===== config.mk =====
export PLATFORM = sky130hd
export DESIGN_NAME = bit_serial_subtractor
export DESIGN_NICKNAME = d
export VERILOG_FILES = /design/src/rtl/bit_serial_subtractor.sv
export SDC_FILE = /design/constraint.sdc
export NUM_CORES = 1
export LEC_CHECK = 0
export ABC_CLOCK_PERIOD_IN_PS = 2300
export CORE_ASPECT_RATIO = 0.9
export CORE_MARGIN = 4
export CORE_UTILIZATION = 40
export DETAILED_ROUTE_END_ITERATION = 8
export GPL_TIMING_DRIVEN = 0
export SYNTH_ARGS = -nofsm -noshare
export SYNTH_HDL_FRONTEND = slang
export SYNTH_SLANG_ARGS = --single-unit

===== constraint.sdc =====
create_clock -name clk -period 2.3 [get_ports clk]
set_input_delay 0.46 -clock clk [delete_from_list [all_inputs] [get_ports clk]]
set_output_delay 0.46 -clock clk [all_outputs]
set_load 0.03 [all_outputs]

===== src/rtl/bit_serial_subtractor.sv =====
// Bit-serial two's-complement subtractor (diff = A - B), one bit per clock, LSB first.
// Shares the load/start/done handshake of the bit-serial adder.
module bit_serial_subtractor #(
  parameter int unsigned WIDTH = 4
) (
  input  logic             clk,
  input  logic             rst_n,
  input  logic             load,
  input  logic             start,
  input  logic [WIDTH-1:0] A,
  input  logic [WIDTH-1:0] B,
  output logic [WIDTH-1:0] diff,
  output logic             borrow,
  output logic             busy,
  output logic             done
);

  localparam int unsigned CW = $clog2(WIDTH + 1);

  typedef enum logic [1:0] {IDLE, LOADED, SHIFT, DONE} state_t;

  state_t           state_q, state_d;
  logic [WIDTH-1:0] a_hold, b_hold;
  logic [WIDTH-1:0] a_sr, b_sr, r_sr;
  logic [CW-1:0]    cnt_q;
  logic             bin_q;
  logic [WIDTH-1:0] diff_q;
  logic             borrow_q;

  logic a_bit, b_bit, d_bit, bout, last_bit;

  assign a_bit    = a_sr[0];
  assign b_bit    = b_sr[0];
  assign d_bit    = a_bit ^ b_bit ^ bin_q;
  assign bout     = (~a_bit & b_bit) | (~(a_bit ^ b_bit) & bin_q);
  assign last_bit = (cnt_q == CW'(WIDTH - 1));

  always_comb begin
    state_d = state_q;
    case (state_q)
      IDLE:    if (load) state_d = LOADED;
      LOADED:  if (load) state_d = LOADED;
               else if (start) state_d = SHIFT;
      SHIFT:   if (last_bit) state_d = DONE;
      DONE:    if (load) state_d = LOADED;
               else if (start) state_d = SHIFT;
      default: state_d = IDLE;
    endcase
  end

  always_ff @(posedge clk or negedge rst_n) begin
    if (!rst_n) state_q <= IDLE;
    else        state_q <= state_d;
  end

  always_ff @(posedge clk or negedge rst_n) begin
    if (!rst_n) begin
      a_hold   <= '0;
      b_hold   <= '0;
      a_sr     <= '0;
      b_sr     <= '0;
      r_sr     <= '0;
      cnt_q    <= '0;
      bin_q    <= 1'b0;
      diff_q   <= '0;
      borrow_q <= 1'b0;
    end else begin
      case (state_q)
        SHIFT: begin
          a_sr  <= a_sr >> 1;
          b_sr  <= b_sr >> 1;
          r_sr  <= {d_bit, r_sr[WIDTH-1:1]};
          bin_q <= bout;
          cnt_q <= cnt_q + CW'(1);
          if (last_bit) begin
            diff_q   <= {d_bit, r_sr[WIDTH-1:1]};
            borrow_q <= bout;
          end
        end
        default: begin
          if (load) begin
            a_hold <= A;
            b_hold <= B;
            a_sr   <= A;
            b_sr   <= B;
          end else if (start && state_q != IDLE) begin
            // Reload from the holding copies so a re-run from DONE sees the original operands.
            a_sr  <= a_hold;
            b_sr  <= b_hold;
            r_sr  <= '0;
            cnt_q <= '0;
            bin_q <= 1'b0;
          end
        end
      endcase
    end
  end

  assign diff   = diff_q;
  assign borrow = borrow_q;
  assign busy   = (state_q == SHIFT);
  assign done   = (state_q == DONE);

endmodule


### Word level (Yosys, flattened, before mapping)

Cells that the tools add are included.

| cells by class | value |
|---|---|
| add/sub/neg operators | 1 |
| equal/unequal tests | 8 |
| mux-type cells | 20 |
| bitwise operators | 8 |
| reduce and logical (&&, ||, !) cells | 10 |

Operators by type and width:

| kind | number |
|---|---|
| 4-bit 2-to-1 mux | 9 |
| 3-bit 2-to-1 mux | 3 |
| 2-bit 2-to-1 mux | 4 |
| 2-bit case mux with 3 select lines | 1 |
| 2-bit AND reduction | 3 |
| 2-bit equality test, second input constant | 2 |
| 2-bit by 1-bit != test with 1-bit output, second input constant | 2 |
| 2-bit nonzero test | 2 |
| 3-bit by 1-bit adder with 3-bit output, second input constant | 1 |
| 3-bit by 2-bit equality test with 1-bit output, second input constant | 1 |
| 1-bit 2-to-1 mux | 3 |
| 3-bit by 1-bit != test with 1-bit output, second input constant | 1 |
| 1-bit inverter | 3 |
| 3-bit AND reduction | 1 |
| 3-bit nonzero test | 1 |
| 1-bit AND | 2 |
| 2-bit by 1-bit equality test with 1-bit output, second input constant | 1 |
| 2-bit logical NOT | 1 |
| 2-bit != test, second input constant | 1 |
| 2-bit OR reduction | 1 |
| 1-bit bitwise XOR | 2 |
| 1-bit logical AND | 1 |
| 1-bit bitwise OR | 1 |

| word-level totals | value |
|---|---|
| register bits after elaboration | 31 |
| output and inout port bits | 7 |

### Longest topological paths before layout

| logic depth | value |
|---|---|
| depth after elaboration | 5 |
| depth in mapped cells | 6 |
| mapped depth without buffers | 5 |

### Least setup slack after synthesis

Ideal clock, no wire load.

| path | value |
|---|---|
| kind | flip-flop to flip-flop |
| start point | register cnt_q[0] |
| end point | register diff_q[0] (netlist: diff[0]) |
| setup time | 0.125 ns |
| arrival | 1.276 ns |
| data required time | 2.175 ns |
| setup slack | 0.900 ns |
| cell stages (with the launch flop) | 5 |
| buffers on the path | 0 |
| path through | dfrtp_1 ha_1 ha_1 nand3b_1 mux2_2 |

| on the way | value |
|---|---|
| cells in the longest elaborated chain, start to end | 2 |

Ends and longest elaborated chain:

| what | line | source |
|---|---|---|
| start: declaration | 25 | `logic [CW-1:0] cnt_q;` |
| start signal: assignment | 74 | `cnt_q <= cnt_q + CW'(1);` |
| 3-bit by 2-bit equality test with 1-bit output | 36 | `assign last_bit = (cnt_q == CW'(WIDTH - 1));` |
| 2-bit AND reduction (no source line) | -- |  |
| end signal: assignment | 76 | `diff_q <= {d_bit, r_sr[WIDTH-1:1]};` |
| end: declaration | 27 | `logic [WIDTH-1:0] diff_q;` |

Every way passes these cells.
A chain may end at the register's enable or synchronous reset.

### Worst setup path in the final report

| path | value |
|---|---|
| start point | register state_q[0] |
| end point | output busy |

| on the way | value |
|---|---|
| cells in the longest elaborated chain, start to end | 1 |

Ends and longest elaborated chain:

| what | line | source |
|---|---|---|
| start: declaration | 22 | `state_t state_q, state_d;` |
| start signal: assignment | 53 | `else state_q <= state_d;` |
| 2-bit equality test | 101 | `assign busy = (state_q == SHIFT);` |
| end: declaration | 14 | `output logic busy,` |

Every way passes these cells.

==> flow_metrics.tcl <==
set metrics [dict create \
    cts_max_level 2 \
    synth.avg_cell_area_sq_um 12.4 \
    cts_tree "built" \
    place.gp.congestion 0.693 \
    cp_top_family "buffers and inverters" \
    worst-path-stages 5 \
    cts_hold_buffers 0 \
    portBuffers 18 \
    ys_ff_latch 30 \
    die_h_um 63.9 \
    drtIter0Drc 32 \
    wirelength_um 2400 \
    p_per_area_nw_per_um2 1150 \
    reg2reg_to "diff[2]" \
    crit_path_end "busy" \
    slew_headroom_pct 56.7 \
    fmax_mhz 472 \
    cts_buffers 5 \
    endpoint_kind "output pin" \
    vdd_drop_max_mv 0.466 \
    drt-pass1-iter-count 4 \
    critPathLaunch "state_q[0]" \
    tightest_slew_ns 0.649 \
    place_ws_ns 0.200 \
    grt_max_degree 31 \
    finalSetupViolCount 0 \
    synth_area_sq_um 1390 \
    synth_ff_type "dfrtp_1" \
    worstPathRequired_ns 1.84 \
    dieArea_sq_um 4480 \
    grt_usage_pct 12.9 \
    hold_violations 0 \
    p_sw_share_pct 32.6 \
    fin_setup_tns_ns 0 \
    crit_slowest_cell "dlygate4sd2_1" \
    core_sq_um 3350 \
    antenna_found_initial 0 \
    pwr-share-seq_pct 43.3 \
    fin_crit_sh_pct 92.1 \
    crit_arrival_ns 1.66 \
    crit_type "reg2out" \
    max_cap_violations 0 \
    p_leak_uw 0.000736 \
    yosys_warnings 0 \
    crit_path_frequent_cell "buf_6" \
    crit_fanout 10 \
    drc_errors 0 \
    start_util_pct 41.4 \
    io_pins 19 \
    r2r_cells 4 \
    dp_hpwl_um 1740 \
    path_buf_inv 4 \
    layout-drive-gt1-share_pct 25.5 \
    max_stage_delay_ns 0.41 \
    drv_slew 0 \
    setup_ws_ns 0.181 \
    internal_power_uw 1310 \
    clk_pin_slew_ns 0.06 \
    synth_nets 127 \
    reg2reg_setup_slack_ns 0.79 \
    gr-total-overflow 0 \
    grt_pass1_wl_um 4490 \
    synth_enable_flop_cells 0 \
    startpoint_type "flop" \
    clockPowerShare_pct 19.6 \
    reg2reg_from "cnt_q[0]" \
    p_switching_uw 636 \
    ant_nets 0 \
    core.rowCount 20 \
    cts_buffer_depth 2 \
    ys_seq_area_share_pct 54.1 \
    grt_pass1_vias 972 \
    clockRootBuffer "clkbuf_8" \
    combPwrFrac_pct 37.2 \
    syn_inst 112 \
    cts.sinks 30 \
    yosysTopAreaCellShare_pct 54.1 \
    status "completed" \
    wl_per_cell_um 13.3 \
    yosys.area.top_type "dfrtp_1" \
    vias_per_cell 5.06 \
    skew_ns 0.00345 \
    synthTopCellsByCount "dfrtp_1 (30), o21ai_0 (13), mux2_2 (12)" \
    path_cells "buf_6, nand2b_4, inv_1, buf_6, dlygate4sd2_1" \
    netlist_top_cells_area "dfrtp_1 (54%), mux2_2 (9.7%), o21ai_0 (4.7%), a211oi_1 (4.3%), buf_6 (3.2%)" \
    synth_cell_types 26 \
    insertion_delay_ns 0.28 \
    yosysMostFrequentCell "dfrtp_1" \
    area_growth_pct 22.0 \
    vias 915 \
    async_flop_share_pct 100 \
    antennaDiodeCount 0 \
    dieWidth_um 70.1 \
    min_path_type "in2async" \
    nets 152 \
    min_period_ns 2.12 \
    rsz0062_at_grt "no" \
]
sequential cells by signal (all words and copies together), names as in the netlist, named ones only:
name,count
a_hold,4
b_sr,4
a_sr,4
state_q,1
b_hold,4
diff,4
cnt_q,3
r_sr,3
bin_q,1
borrow,1
routing by layer:
layer	routed length (um)	part of all wire (%)	global-route usage (%)
met1	1160	48	16.4
met2	1060	44	19.1
met3	114	4.8	3.62
met4	66	2.8	8.61
met5	0	0	0
worst register-to-register path: cells and delay by family (launching register included):
family | cells | cell delay (ns)
adders and majority gates | 2 | 0.39
DFF | 1 | 0.39
muxes | 1 | 0.37
and+or+nand+nor | 1 | 0.23
worst min-delay path by stage:
stage                                 endpoint  slack [ns]  cells after the start
floorplan           asynchronous set/reset pin        0.16                      0
CTS                                    a_sr[1]        0.48                      2
finish                                 diff[1]        0.21                      1
global route                           r_sr[3]        0.26                      1
detailed placement                     a_sr[1]        0.47                      2
global placement                       a_sr[1]        0.46                      2
layout make-up:
class / instances / area, sq um
timing repair buffer: 18 / 174
fill: 318 / 1660
sequential: 30 / 751
clock buffer: 7 / 76.3
inverter: 4 / 15.0
tap: 44 / 55.1
buffer: 6 / 57.6
multi-input combinational: 72 / 564
cells by family after synthesis:
logic type,after synthesis,synth area share [%]
AND/OR/NAND/NOR,20,7.94
buffers and inverters,10,5.23
multiplexers,15,12.3
AO/OA/AOI/OAI,34,17.2
adder cells (fa/ha/maj),3,3.25
flip-flops,30,54.1
stage by stage:
stage | instances | utilization [%] | area [sq um] | hold slack (ns) | power, uW
floorplan | 112 | - | 1390 | 0.164 | 1370
global placement | 174 | 48.4 | 1620 | 0.460 | 1570
detailed placement | 174 | 48.4 | 1620 | 0.469 | 1590
CTS | 181 | 50.6 | 1700 | 0.481 | 1980
global route | 181 | 50.5 | 1690 | 0.264 | 2100
finish | 181 | 50.5 | 1690 | 0.208 | 1950
what timing repair did:
item	in CTS	in global routing
gates resized for setup	1	0
setup endpoints to repair	1	0
buffers inserted	0	0
placed cells by master, fill, tap and decap left out, drive strengths merged:
cell / instances
clkbuf: 7
fa: 1
clkdlybuf4s50: 16
a211oi: 8
dlygate4sd2: 1
mux2i: 2
nor2b: 6
dfrtp: 30
o2bb2ai: 2
inv: 4
nand2b: 1
and2: 1
buf: 7
o21ai: 13
a22o: 4
ha: 2
a21oi: 3
nor2: 2
o22a: 1
a21o: 1
nand2: 9
mux2: 13
nand3b: 1
o21a: 2
power groups by stage:
stage | clock [uW] | sequential [uW] | combinational (uW)
after floorplan | 0 | 874 | 496
after global placement | 0 | 847 | 725
after detailed placement | 0 | 854 | 738
after CTS | 396 | 846 | 739
after global routing | 421 | 877 | 806
final | 381 | 843 | 725
Note: power is estimated with default switching activity, not from simulation.
